`src/rtl/mem_arbiter_pkg.sv`:
```
// Shared types and default geometry for the L1-to-main-memory arbiter.
// Winner selection is kept here so any block that needs it uses the same rule.
package mem_arbiter_pkg;

    localparam int unsigned ARB_MEM_LATENCY = 5;
    localparam int unsigned ARB_LINE_WIDTH  = 128;
    localparam int unsigned ARB_ADDR_WIDTH  = 32;
    localparam int unsigned ARB_LINE_OFF_W  = $clog2(ARB_LINE_WIDTH / 8);

    typedef enum logic [1:0] {
        ARB_IDLE,
        ARB_BUSY,
        ARB_RESP
    } arb_state_e;

    typedef enum logic {
        SRC_ICACHE,
        SRC_DCACHE
    } arb_src_e;

    // A lone requester wins; on a tie the source not served last goes first.
    function automatic arb_src_e pick_winner(input logic i_req, input logic d_req,
                                             input arb_src_e last);
        arb_src_e w;
        if (i_req && d_req)
            w = (last == SRC_ICACHE) ? SRC_DCACHE : SRC_ICACHE;
        else if (d_req)
            w = SRC_DCACHE;
        else
            w = SRC_ICACHE;
        return w;
    endfunction

endpackage

```
`src/rtl/mem_arbiter_if.sv`:
```
// Cache-side request/grant/fill signals plus the main-memory port of the arbiter.
// slave = arbiter view, master = caches/memory view.
interface mem_arbiter_if #(
    parameter int unsigned AW  = 32,
    parameter int unsigned CLW = 128
);
    logic           icache_req_in;
    logic [AW-1:0]  icache_req_addr_in;
    logic           dcache_req_in;
    logic           dcache_req_write_in;
    logic [AW-1:0]  dcache_req_addr_in;
    logic [CLW-1:0] dcache_req_data_in;
    logic           icache_grant_out;
    logic           dcache_grant_out;
    logic           icache_fill_out;
    logic           dcache_fill_out;
    logic [AW-1:0]  fill_addr_out;
    logic [CLW-1:0] fill_data_out;
    logic           mem_en_out;
    logic           mem_we_out;
    logic [AW-1:0]  mem_addr_out;
    logic [CLW-1:0] mem_wdata_out;
    logic [CLW-1:0] mem_rdata_in;

    modport slave (
        input  icache_req_in, icache_req_addr_in,
        input  dcache_req_in, dcache_req_write_in, dcache_req_addr_in, dcache_req_data_in,
        output icache_grant_out, dcache_grant_out, icache_fill_out, dcache_fill_out,
        output fill_addr_out, fill_data_out,
        output mem_en_out, mem_we_out, mem_addr_out, mem_wdata_out,
        input  mem_rdata_in
    );

    modport master (
        output icache_req_in, icache_req_addr_in,
        output dcache_req_in, dcache_req_write_in, dcache_req_addr_in, dcache_req_data_in,
        input  icache_grant_out, dcache_grant_out, icache_fill_out, dcache_fill_out,
        input  fill_addr_out, fill_data_out,
        input  mem_en_out, mem_we_out, mem_addr_out, mem_wdata_out,
        output mem_rdata_in
    );

endinterface

```
`src/rtl/mem_arbiter.sv`:
```
// Arbitrates icache/dcache line requests onto one fixed-latency memory port,
// one transaction in flight; returns fills (reads) or acks (writes) to the winner.
module mem_arbiter
    import mem_arbiter_pkg::*;
#(
    parameter int unsigned MEM_LATENCY      = ARB_MEM_LATENCY,
    parameter int unsigned CACHE_LINE_WIDTH = ARB_LINE_WIDTH,
    parameter int unsigned ADDRESS_WIDTH    = ARB_ADDR_WIDTH
) (
    input  logic          clk,
    input  logic          reset,
    mem_arbiter_if.slave  bus
);

    localparam int unsigned OFF_W = $clog2(CACHE_LINE_WIDTH / 8);
    localparam int unsigned CNT_W = $clog2(MEM_LATENCY + 1);
    localparam logic [ADDRESS_WIDTH-1:0] OFF_MASK =
        ADDRESS_WIDTH'((64'd1 << OFF_W) - 64'd1);

    typedef logic [CNT_W-1:0] cnt_t;

    arb_state_e                  state;
    cnt_t                        cnt;
    arb_src_e                    last_src;
    arb_src_e                    cur_src;
    logic                        cur_we;
    logic [ADDRESS_WIDTH-1:0]    cur_addr;
    logic [CACHE_LINE_WIDTH-1:0] cur_data;
    logic                        icache_grant;
    logic                        dcache_grant;
    logic                        icache_fill;
    logic                        dcache_fill;
    logic [ADDRESS_WIDTH-1:0]    fill_addr;
    arb_src_e                    winner;
    logic                        any_req;
    logic                        mem_fire;

    always_comb begin
        winner   = pick_winner(bus.icache_req_in, bus.dcache_req_in, last_src);
        any_req  = bus.icache_req_in | bus.dcache_req_in;
        mem_fire = (state == ARB_BUSY) && (cnt == cnt_t'(1));
    end

    always_ff @(posedge clk) begin
        if (reset) begin
            state        <= ARB_IDLE;
            cnt          <= '0;
            last_src     <= SRC_ICACHE;
            cur_src      <= SRC_ICACHE;
            cur_we       <= 1'b0;
            cur_addr     <= '0;
            cur_data     <= '0;
            icache_grant <= 1'b0;
            dcache_grant <= 1'b0;
            icache_fill  <= 1'b0;
            dcache_fill  <= 1'b0;
            fill_addr    <= '0;
        end else begin
            icache_fill <= 1'b0;
            dcache_fill <= 1'b0;
            fill_addr   <= '0;
            case (state)
                ARB_IDLE: begin
                    if (any_req) begin
                        cur_src <= winner;
                        if (winner == SRC_DCACHE) begin
                            cur_we   <= bus.dcache_req_write_in;
                            cur_addr <= bus.dcache_req_addr_in & ~OFF_MASK;
                            cur_data <= bus.dcache_req_data_in;
                        end else begin
                            cur_we   <= 1'b0;
                            cur_addr <= bus.icache_req_addr_in & ~OFF_MASK;
                            cur_data <= '0;
                        end
                        cnt          <= cnt_t'(MEM_LATENCY - 1);
                        icache_grant <= (winner == SRC_ICACHE);
                        dcache_grant <= (winner == SRC_DCACHE);
                        state        <= ARB_BUSY;
                    end
                end
                ARB_BUSY: begin
                    cnt <= cnt - cnt_t'(1);
                    // The access cycle also arms the registered fill pulse for the next cycle.
                    if (cnt == cnt_t'(1)) begin
                        icache_fill <= (cur_src == SRC_ICACHE);
                        dcache_fill <= (cur_src == SRC_DCACHE);
                        fill_addr   <= cur_addr;
                        state       <= ARB_RESP;
                    end
                end
                ARB_RESP: begin
                    icache_grant <= 1'b0;
                    dcache_grant <= 1'b0;
                    last_src     <= cur_src;
                    state        <= ARB_IDLE;
                end
                default: state <= ARB_IDLE;
            endcase
        end
    end

    always_comb begin
        bus.mem_en_out    = mem_fire;
        bus.mem_we_out    = mem_fire & cur_we;
        bus.mem_addr_out  = mem_fire ? cur_addr : '0;
        bus.mem_wdata_out = mem_fire ? cur_data : '0;
        bus.fill_data_out = '0;
        if (state == ARB_RESP)
            bus.fill_data_out = cur_we ? cur_data : bus.mem_rdata_in;
    end

    assign bus.icache_grant_out = icache_grant;
    assign bus.dcache_grant_out = dcache_grant;
    assign bus.icache_fill_out  = icache_fill;
    assign bus.dcache_fill_out  = dcache_fill;
    assign bus.fill_addr_out    = fill_addr;

endmodule
```
`src/flat_wrapper.sv`:
```
// flat-port wrapper written by rule: the top's interface ports become plain ports
module mem_arbiter_flat import mem_arbiter_pkg::*;
#(
    parameter int unsigned MEM_LATENCY      = ARB_MEM_LATENCY,
    parameter int unsigned CACHE_LINE_WIDTH = ARB_LINE_WIDTH,
    parameter int unsigned ADDRESS_WIDTH    = ARB_ADDR_WIDTH
)
  (clk, reset, bus_icache_req_in, bus_icache_req_addr_in, bus_dcache_req_in, bus_dcache_req_write_in, bus_dcache_req_addr_in, bus_dcache_req_data_in, bus_icache_grant_out, bus_dcache_grant_out, bus_icache_fill_out, bus_dcache_fill_out, bus_fill_addr_out, bus_fill_data_out, bus_mem_en_out, bus_mem_we_out, bus_mem_addr_out, bus_mem_wdata_out, bus_mem_rdata_in);
  mem_arbiter_if bus_i ();
  input  logic clk;
  input  logic reset;
  input wire logic [$bits(bus_i.icache_req_in)-1:0] bus_icache_req_in;
  input wire logic [$bits(bus_i.icache_req_addr_in)-1:0] bus_icache_req_addr_in;
  input wire logic [$bits(bus_i.dcache_req_in)-1:0] bus_dcache_req_in;
  input wire logic [$bits(bus_i.dcache_req_write_in)-1:0] bus_dcache_req_write_in;
  input wire logic [$bits(bus_i.dcache_req_addr_in)-1:0] bus_dcache_req_addr_in;
  input wire logic [$bits(bus_i.dcache_req_data_in)-1:0] bus_dcache_req_data_in;
  output wire logic [$bits(bus_i.icache_grant_out)-1:0] bus_icache_grant_out;
  output wire logic [$bits(bus_i.dcache_grant_out)-1:0] bus_dcache_grant_out;
  output wire logic [$bits(bus_i.icache_fill_out)-1:0] bus_icache_fill_out;
  output wire logic [$bits(bus_i.dcache_fill_out)-1:0] bus_dcache_fill_out;
  output wire logic [$bits(bus_i.fill_addr_out)-1:0] bus_fill_addr_out;
  output wire logic [$bits(bus_i.fill_data_out)-1:0] bus_fill_data_out;
  output wire logic [$bits(bus_i.mem_en_out)-1:0] bus_mem_en_out;
  output wire logic [$bits(bus_i.mem_we_out)-1:0] bus_mem_we_out;
  output wire logic [$bits(bus_i.mem_addr_out)-1:0] bus_mem_addr_out;
  output wire logic [$bits(bus_i.mem_wdata_out)-1:0] bus_mem_wdata_out;
  input wire logic [$bits(bus_i.mem_rdata_in)-1:0] bus_mem_rdata_in;
  assign bus_i.icache_req_in = bus_icache_req_in;
  assign bus_i.icache_req_addr_in = bus_icache_req_addr_in;
  assign bus_i.dcache_req_in = bus_dcache_req_in;
  assign bus_i.dcache_req_write_in = bus_dcache_req_write_in;
  assign bus_i.dcache_req_addr_in = bus_dcache_req_addr_in;
  assign bus_i.dcache_req_data_in = bus_dcache_req_data_in;
  assign bus_icache_grant_out = bus_i.icache_grant_out;
  assign bus_dcache_grant_out = bus_i.dcache_grant_out;
  assign bus_icache_fill_out = bus_i.icache_fill_out;
  assign bus_dcache_fill_out = bus_i.dcache_fill_out;
  assign bus_fill_addr_out = bus_i.fill_addr_out;
  assign bus_fill_data_out = bus_i.fill_data_out;
  assign bus_mem_en_out = bus_i.mem_en_out;
  assign bus_mem_we_out = bus_i.mem_we_out;
  assign bus_mem_addr_out = bus_i.mem_addr_out;
  assign bus_mem_wdata_out = bus_i.mem_wdata_out;
  assign bus_i.mem_rdata_in = bus_mem_rdata_in;
  mem_arbiter #(.MEM_LATENCY(MEM_LATENCY), .CACHE_LINE_WIDTH(CACHE_LINE_WIDTH), .ADDRESS_WIDTH(ADDRESS_WIDTH)) u_core (.clk(clk), .reset(reset), .bus(bus_i));
endmodule
```
`config.mk`:
```
export PLATFORM = sky130hd
export DESIGN_NAME = mem_arbiter_flat
export DESIGN_NICKNAME = d
export VERILOG_FILES = /design/src/rtl/mem_arbiter_pkg.sv /design/src/rtl/mem_arbiter_if.sv /design/src/rtl/mem_arbiter.sv /design/src/flat_wrapper.sv
export SDC_FILE = /design/constraint.sdc
export NUM_CORES = 1
export LEC_CHECK = 0
export BUFFER_PORTS_ARGS = -buffer_cell sky130_fd_sc_hd__buf_4
export CELL_PAD_IN_SITES_DETAIL_PLACEMENT = 0
export CELL_PAD_IN_SITES_GLOBAL_PLACEMENT = 1
export CORE_AREA = 2 2 255 257
export DETAILED_ROUTE_END_ITERATION = 16
export DIE_AREA = 0 0 257 259
export PLACE_DENSITY_LB_ADDON = 0.1
export SLEW_MARGIN = 20
export SYNTH_ARGS = -nofsm -noshare
export SYNTH_HDL_FRONTEND = slang
export SYNTH_SLANG_ARGS = --single-unit
```
`constraint.sdc`:
```
create_clock -name clk -period 1.65 [get_ports clk]
set_clock_uncertainty 0.05 [all_clocks]
set_input_delay 0.0825 -clock clk [delete_from_list [all_inputs] [get_ports clk]]
set_output_delay 0.0825 -clock clk [all_outputs]
set_load 0.01 [all_outputs]
```
==> results of run 1 <==
## metrics by stage
stage / total power [mW] / setup TNS [ns] / utilization
floorplan: 6.34 / 0 / -
global placement: 7.47 / 0 / 0.244
detailed placement: 7.49 / 0 / 0.244
CTS: 12.4 / -106.53 / 0.287
global route: 12.9 / -136.21 / 0.306
finish: 12.3 / -95.93 / 0.306
## state kept, by name, summed over array words and instances (netlist names)
signal and cells:
u_core.cur_we 1, u_core.bus.icache_fill_out 1, u_core.cur_data 128, u_core.last_src 1, u_core.cur_src 1, u_core.cur_addr 28
u_core.cnt 3, u_core.bus.fill_addr_out 28, u_core.bus.icache_grant_out 1, u_core.bus.dcache_grant_out 1, u_core.state 2, u_core.bus.dcache_fill_out 1
## placed cells by master, fill, tap and decap left out, types with 2 or more instances in the layout
cell type	Yosys	layout
mux2i_4	0	4
inv_6	0	4
or2_1	1	2
and2_1	186	156
buf_8	1	4
buf_12	11	35
nor2_1	132	90
clkinv_2	0	4
nand2_1	59	59
mux2i_2	0	5
a22o_1	129	129
mux2i_1	129	120
o21ai_0	6	6
nand2b_1	4	3
nor2_4	0	23
and3b_1	2	2
buf_16	0	7
clkbuf_16	0	34
and2_4	0	30
nor2b_1	3	2
a21oi_1	34	34
dfxtp_4	0	2
a311oi_1	28	28
dfxtp_1	196	191
inv_1	3	2
conb_1	1	8
buf_4	11	615
nor2_2	1	20
buf_6	1	67
diode_2	0	4
dfxtp_2	0	3
dlygate4sd3_1	0	189
## layout make-up
cell class                      instances  area [um2]
Inverter                                3        11.3
Fill cell                            6828       44300
Tap cell                              855        1070
Multi-Input combinational cell        734        5360
Antenna cell                            4        10.0
Timing Repair Buffer                  934        8640
Sequential cell                       196        3940
Clock buffer                           19         443
Clock inverter                         11         101
## critical path, cell delays in order, from the launching register on
cell,delay (ns)
dfxtp_2,0.33
inv_2,0.06
ha_4,0.13
and4bb_4,0.29
buf_12,0.19
buf_12,0.12
buf_16,0.11
and2_4,0.13
buf_6,0.10
## metal layers
metal	GRT usage	up-vias	wire length, um
met4	0.0430	4	1130
met5	0	-	27
met1	0.174	5245	22800
met3	0.0471	52	3760
li1	-	5279	-
met2	0.264	387	28100
## how the worst max path moves through the flow
stage                                   to  slack [ns]                        from
finish               bus_mem_wdata_out[19]       -0.44  u_core.cnt[1]$_SDFFE_PP0P_
global route           bus_mem_addr_out[6]       -0.55  u_core.cnt[1]$_SDFFE_PP0P_
CTS                 bus_mem_wdata_out[124]       -0.53  u_core.cnt[1]$_SDFFE_PP0P_
detailed placement  bus_mem_wdata_out[108]        0.03  u_core.cnt[1]$_SDFFE_PP0P_
global placement    bus_mem_wdata_out[108]        0.02  u_core.cnt[1]$_SDFFE_PP0P_
floorplan             bus_mem_addr_out[10]        0.14  u_core.cnt[1]$_SDFFE_PP0P_
## power breakdown
group	switching [mW]	internal [mW]	total, mW
logic	1.11	1.62	2.73
clock network	2.10	2.12	4.22
registers	0.270	5.03	5.30
total	3.48	8.77	12.3
## timing repair
item,CTS,global route
gates resized for setup,52,153
pin swaps,4,22
endpoints found under the setup margin,286,300
hold buffers,189,0
hold endpoints to repair,164,0
buffers inserted,8,25
cloned,2,21
## logic make-up (layout without fill, tap and decap cells)
kind of cell / Yosys count / in the layout / synth area share
DFF: 196 / 196 / 0.410
muxes: 129 / 129 / 0.135
other: 1 / 12 / 0.000392
adders and majority gates: 2 / 2 / 0.00262
buffers and inverters: 109 / 967 / 0.0734
and+or+nand+nor: 393 / 393 / 0.209
AOI/OAI and AO/OA: 202 / 202 / 0.169
==> metrics.md, run 1 <==
| Metric | Value |
|---|---|
| GR Util All Layers | 0.150 |
| Placed Cells | about 2500 |
| Worst r2r path cells | 7 |
| YS warnings | 0 |
| Final worst slack | -0.435 ns |
| Post-Layout Cell Count | between 2000 and 3000 |
| Area of the core | 0.0639 mm2 |
| Final setup fails | ~290 |
| Drt first-iter violations | 367 |
| TritonCTS buffer count | 17 |
| Largest net degree at the start of global routing | 60 |
| Worst skew pair latency | 0.48 ns |
| Ports | approximately 650 |
| Most common flop cell mapped by yosys | dfxtp_1 |
| Hold depth | 3 |
| Die area | 0.0666 mm2 |
| Buffers added on ports | around 630 |
| Area contributors post-synth | dfxtp_1, mux2i_1, and2_1, a22o_1, nor2_1 |
| Cells after Synth | approximately 1000 |
| Chip Width | around 260 um |
| Max-Cap Viols | 0 |
| P per Cell Area | 626 mW/mm2 |
| Initial Util | 0.150 |
| Share of cells above drive strength 1 | 0.459 |
| Post-synth ARST share | 0 |
| Peak fanout along the critical path | 9 |
| Clock Tree Root | clkbuf_16 |
| Die Ht | between 200 and 300 um |
| Routed vias/inst | just under 4 |
| Routed wire length | approximately 56 mm |
| # DRC | 0 |
| FP Rows | 93 |
| CP endpoint kind | output pin |
| Crit start category | flip-flop |
| CTS tree | done |
| Vias in the first global route | 11200 |
| Final hold viol count | 0 |
| Register area share after synthesis | 0.410 |
| Synth-to-Final Area Change | 105% |
| Vias | 11000 |
| Mean Syn Cell Area | slightly above 9 um2 |
| # nets final | approximately 2200 |
| Fmax | between 400 and 500 MHz |
| Post-Place Setup Slack | around 0.030 ns |
| Synth Cell Area | between 0.009 and 0.01 mm2 |
| HP Start | bus_dcache_req_data_in[0] |
| WL/cell | between 20 and 25 um |
| Synth cell count leaders | dfxtp_1, and2_1, nor2_1, a22o_1, mux2i_1 |
| Worst ir drop on vdd | roughly 0.80 mV |
| First-pass GRT wire length | between 70 and 80 mm |
| Path type of the worst setup path | reg2out |
| Sink Count | between 150 and 200 |
| Critical Path RT | ~1.5 ns |
| Min-delay worst type | in2reg |
| Arr. time, crit path | 1.95 ns |
| Slew Viols, Final | 0 |
| Number of flops mapped to enable cells by yosys | 0 |
| DP Area | 0.0156 mm2 |
| Synth cell types | 33 |
| Leak | just under 9 nW |
| RSZ-0062 raised after global routing | true |
| Final worst path period share | 1.26 |
| CTS clk-pin slew, worst paths | approximately 0.080 ns |
| Hold worst-path end | u_core.cur_data[0]$_SDFFE_PP0P_ |
| Initial antenna violation count | 5 |
| FF-to-FF setup slack | -0.01 ns |
| CTS H-Tree Depth | 4 |
| Design area | approximately 0.020 mm2 |
| Dominant cell type by area after synthesis | dfxtp_1 |
| Share of the synthesized area in the top cell type | 0.410 |
| Status | finished, violations left |
| Gr ovfl total | 0 |
| Synth Register Bits | ~200 |
| Gp weighted congestion | 0.822 |
| Fin crit period | roughly 2.1 ns |
| Max clock buf depth | 2 |
| DP HPWL | approximately 39 mm |
| Failing checks | setup timing |
| WHS | between 0.3 and 0.4 ns |
| Count leader, synth | dfxtp_1 |
| Reg2Reg Capture Point | u_core.last_src$_SDFFE_PP0P_ |
| Post-DRT Antenna Nets | 0 |
| Drt first pass iters | 4 |
| R2R Path Start | u_core.state[0]$_SDFFE_PP0P_ |
No activity file was read; power rests on OpenSTA's default activity.
==> inputs of run 2 (changes only) <==
Settings changed: SETUP_SLACK_MARGIN set to 0.4.
==> run 2 against run 1 <==
Against the previous run: the flow still finishes with violations (setup timing); critical path depth decreased by 1; count of clock-buffer cells in the layout is 1 lower; sequential power barely moved; clock power increased by 12%; via count up 1.6%; flip-flop and latch count stayed put; register-to-register slack got worse by 0.07 ns; design area is 2.9% higher; utilization increased by 0.89 points; combinational power rose by 13%; first-iteration DRC count decreased by 2.5%; critical endpoint is now bus_mem_wdata_out[27]; largest cell class unchanged.
==> metrics.md, run 2 (synthesized netlist as in run 1, its figures left out) <==
| Metric | Value |
|---|---|
| Fin crit period | 2.08 ns (was 2.09 ns) |
| P per Cell Area | 652 mW/mm2 (was 626 mW/mm2) |
| Placed Cells | 2474 (was 2478) |
| Critical Path RT | 1.52 ns (about the same) |
| Vias in the first global route | 11500 (was 11200) |
| Sink Count | 196 (unchanged) |
| Worst r2r path cells | 8 (was 7) |
| CP endpoint kind | output pin (unchanged) |
| Gr ovfl total | 0 (unchanged) |
| Routed vias/inst | 4.02 (was 3.98) |
| Chip Width | 257 um (unchanged) |
| # nets final | 2227 (was 2213) |
| Commonest non-fill, non-tap cell in the layout | buf_4 (unchanged) |
| Drt first pass iters | 4 (unchanged) |
| Status | finished, violations left (unchanged) |
| Die Ht | 259 um (unchanged) |
| Arr. time, crit path | 1.95 ns (about the same) |
| Leak | 9.01 nW (was 8.74 nW) |
| Slew Viols, Final | 0 (unchanged) |
| Worst skew pair latency | 0.49 ns (was 0.48 ns) |
| Peak fanout along the critical path | 23 (was 9) |
| Min-delay worst type | in2reg (unchanged) |
| DP HPWL | 40.2 mm (was 38.9 mm) |
| Gp weighted congestion | 0.845 (was 0.822) |
| CTS clk-pin slew, worst paths | 0.07 ns (was 0.08 ns) |
| Fmax | 480 MHz (about the same) |
| Drt first-iter violations | 358 (was 367) |
| Final total power | 13.1 mW (was 12.3 mW) |
| Top reg by flops | u_core.cur_data (unchanged) |
| Worst ir drop on vdd | 0.813 mV (was 0.795 mV) |
| Failing checks | setup timing (unchanged) |
| FP Rows | 93 (unchanged) |
| Final worst slack | -0.433 ns (was -0.435 ns) |
| Most frequent cells in the layout | buf_4, dfxtp_1, dlygate4sd3_1 (unchanged) |
| Vias | 11100 (was 11000) |
| RSZ-0062 raised after global routing | true (unchanged) |
| Die area | 0.0666 mm2 (unchanged) |
| Initial antenna violation count | 2 (was 5) |
| CTS H-Tree Depth | 4 (unchanged) |
| Routed wire length | 57.5 mm (was 55.8 mm) |
| Path type of the worst setup path | reg2out (unchanged) |
| Final setup fails | 371 (was 288) |
| Max clock buf depth | 2 (unchanged) |
| Max FFs per register | 128 (unchanged) |
| First-pass GRT wire length | 81.1 mm (was 74.7 mm) |
| Post-Layout Cell Count | 2768 (was 2756) |
| Area of the core | 0.0639 mm2 (unchanged) |
| Total negative slack | -86.43 ns (was -95.93 ns) |
| Post-DRT Antenna Nets | 0 (unchanged) |
| GR Util All Layers | 0.165 (was 0.150) |
| Final hold viol count | 0 (unchanged) |
| Largest net degree at the start of global routing | 44 (was 60) |
| Crit start category | flip-flop (unchanged) |
| Clock Tree Root | clkbuf_16 (unchanged) |
| TritonCTS buffer count | 17 (unchanged) |
| Share of cells above drive strength 1 | 0.463 (was 0.459) |
| Ports | 651 (unchanged) |
| Hold depth | 5 (was 3) |
| Final worst path period share | 1.26 (about the same) |
| # DRC | 0 (unchanged) |
| CTS tree | done (unchanged) |
| Buffers added on ports | 634 (unchanged) |
| Initial Util | 0.150 (unchanged) |
| Synth-to-Final Area Change | 111% (was 105%) |
| WL/cell | 20.8 um (was 20.3 um) |
| Max-Cap Viols | 0 (unchanged) |
-- run 2: cell count changes in the layout (fill, tap and decap cells not counted), moves of 14 or more --
cell and change:
buf_4 -34, and2_1 -29, nor2_2 -14, buf_16 +23, nor2_4 -22, buf_6 +21
nor2_1 +36, and2_4 +29
-- run 2: metrics by stage --
step	hold slack (ns)	instance area, um2	setup slack [ns]	util
3_3_place_gp	0.249	15600	0.0125	0.244
3_5_place_dp	0.251	15600	0.0160	0.244
5_1_grt	0.0549	20100	-0.530	0.315
6_report	0.0630	20100	-0.433	0.315
2_1_floorplan	0.165	9750	0.235	-
4_1_cts	0.0181	19600	-0.503	0.307
-- run 2: layout make-up --
| cell class | instances | area, um2 |
|---|---|---|
| fill | 6752 | 43700 |
| inverter | 3 | 11.3 |
| multi-input combinational | 734 | 5250 |
| tap | 855 | 1070 |
| timing repair buffer | 948 | 9250 |
| clock buffer | 18 | 439 |
| clock inverter | 13 | 189 |
| antenna | 1 | 2.50 |
| sequential | 196 | 3940 |
-- run 2: worst paths after layout --
kind                                         start                                 endpoint  slack (ns)
hold / removal                   bus_icache_req_in              u_core.cur_src$_SDFFE_PP0P_        0.06
setup / recovery        u_core.cnt[1]$_SDFFE_PP0P_                    bus_mem_wdata_out[27]       -0.43
hold reg to reg   u_core.cur_addr[25]$_SDFFE_PP0P_  u_core.bus.fill_addr_out[25]$_SDFF_PP0_        0.43
setup reg to reg      u_core.state[0]$_SDFFE_PP0P_         u_core.cur_data[14]$_SDFFE_PP0P_       -0.08
-- run 2: power breakdown --
group / leakage [nW] / internal [mW] / switching [mW]
clock: 0.305 / 2.48 / 2.26
combinational: 7.10 / 1.89 / 1.19
sequential: 1.61 / 5.03 / 0.283
total: 9.01 / 9.40 / 3.73
-- run 2: what timing repair did --
| action | CTS | global route |
|---|---|---|
| cloned | 24 | 5 |
| pin swaps | 14 | 51 |
| hold buffers | 188 | 0 |
| buffers inserted | 36 | 9 |
| endpoints found under the hold margin | 165 | 0 |
| resized for setup | 132 | 92 |
| setup endpoints to repair | 480 | 481 |
-- run 2: worst max-delay path, stage by stage (launching register included) --
cell and delay (ns):
dfxtp_2 0.32, inv_2 0.07, ha_4 0.12, and4bb_4 0.29
buf_12 0.19, buf_12 0.17, and2_1 0.16, buf_6 0.12
-- run 2: layer usage --
layer	routed length [um]	vias up	GRT usage
met5	13	-	0
met4	785	2	0.0402
met3	3170	44	0.0440
met2	30000	364	0.301
met1	23600	5410	0.191
li1	-	5317	-
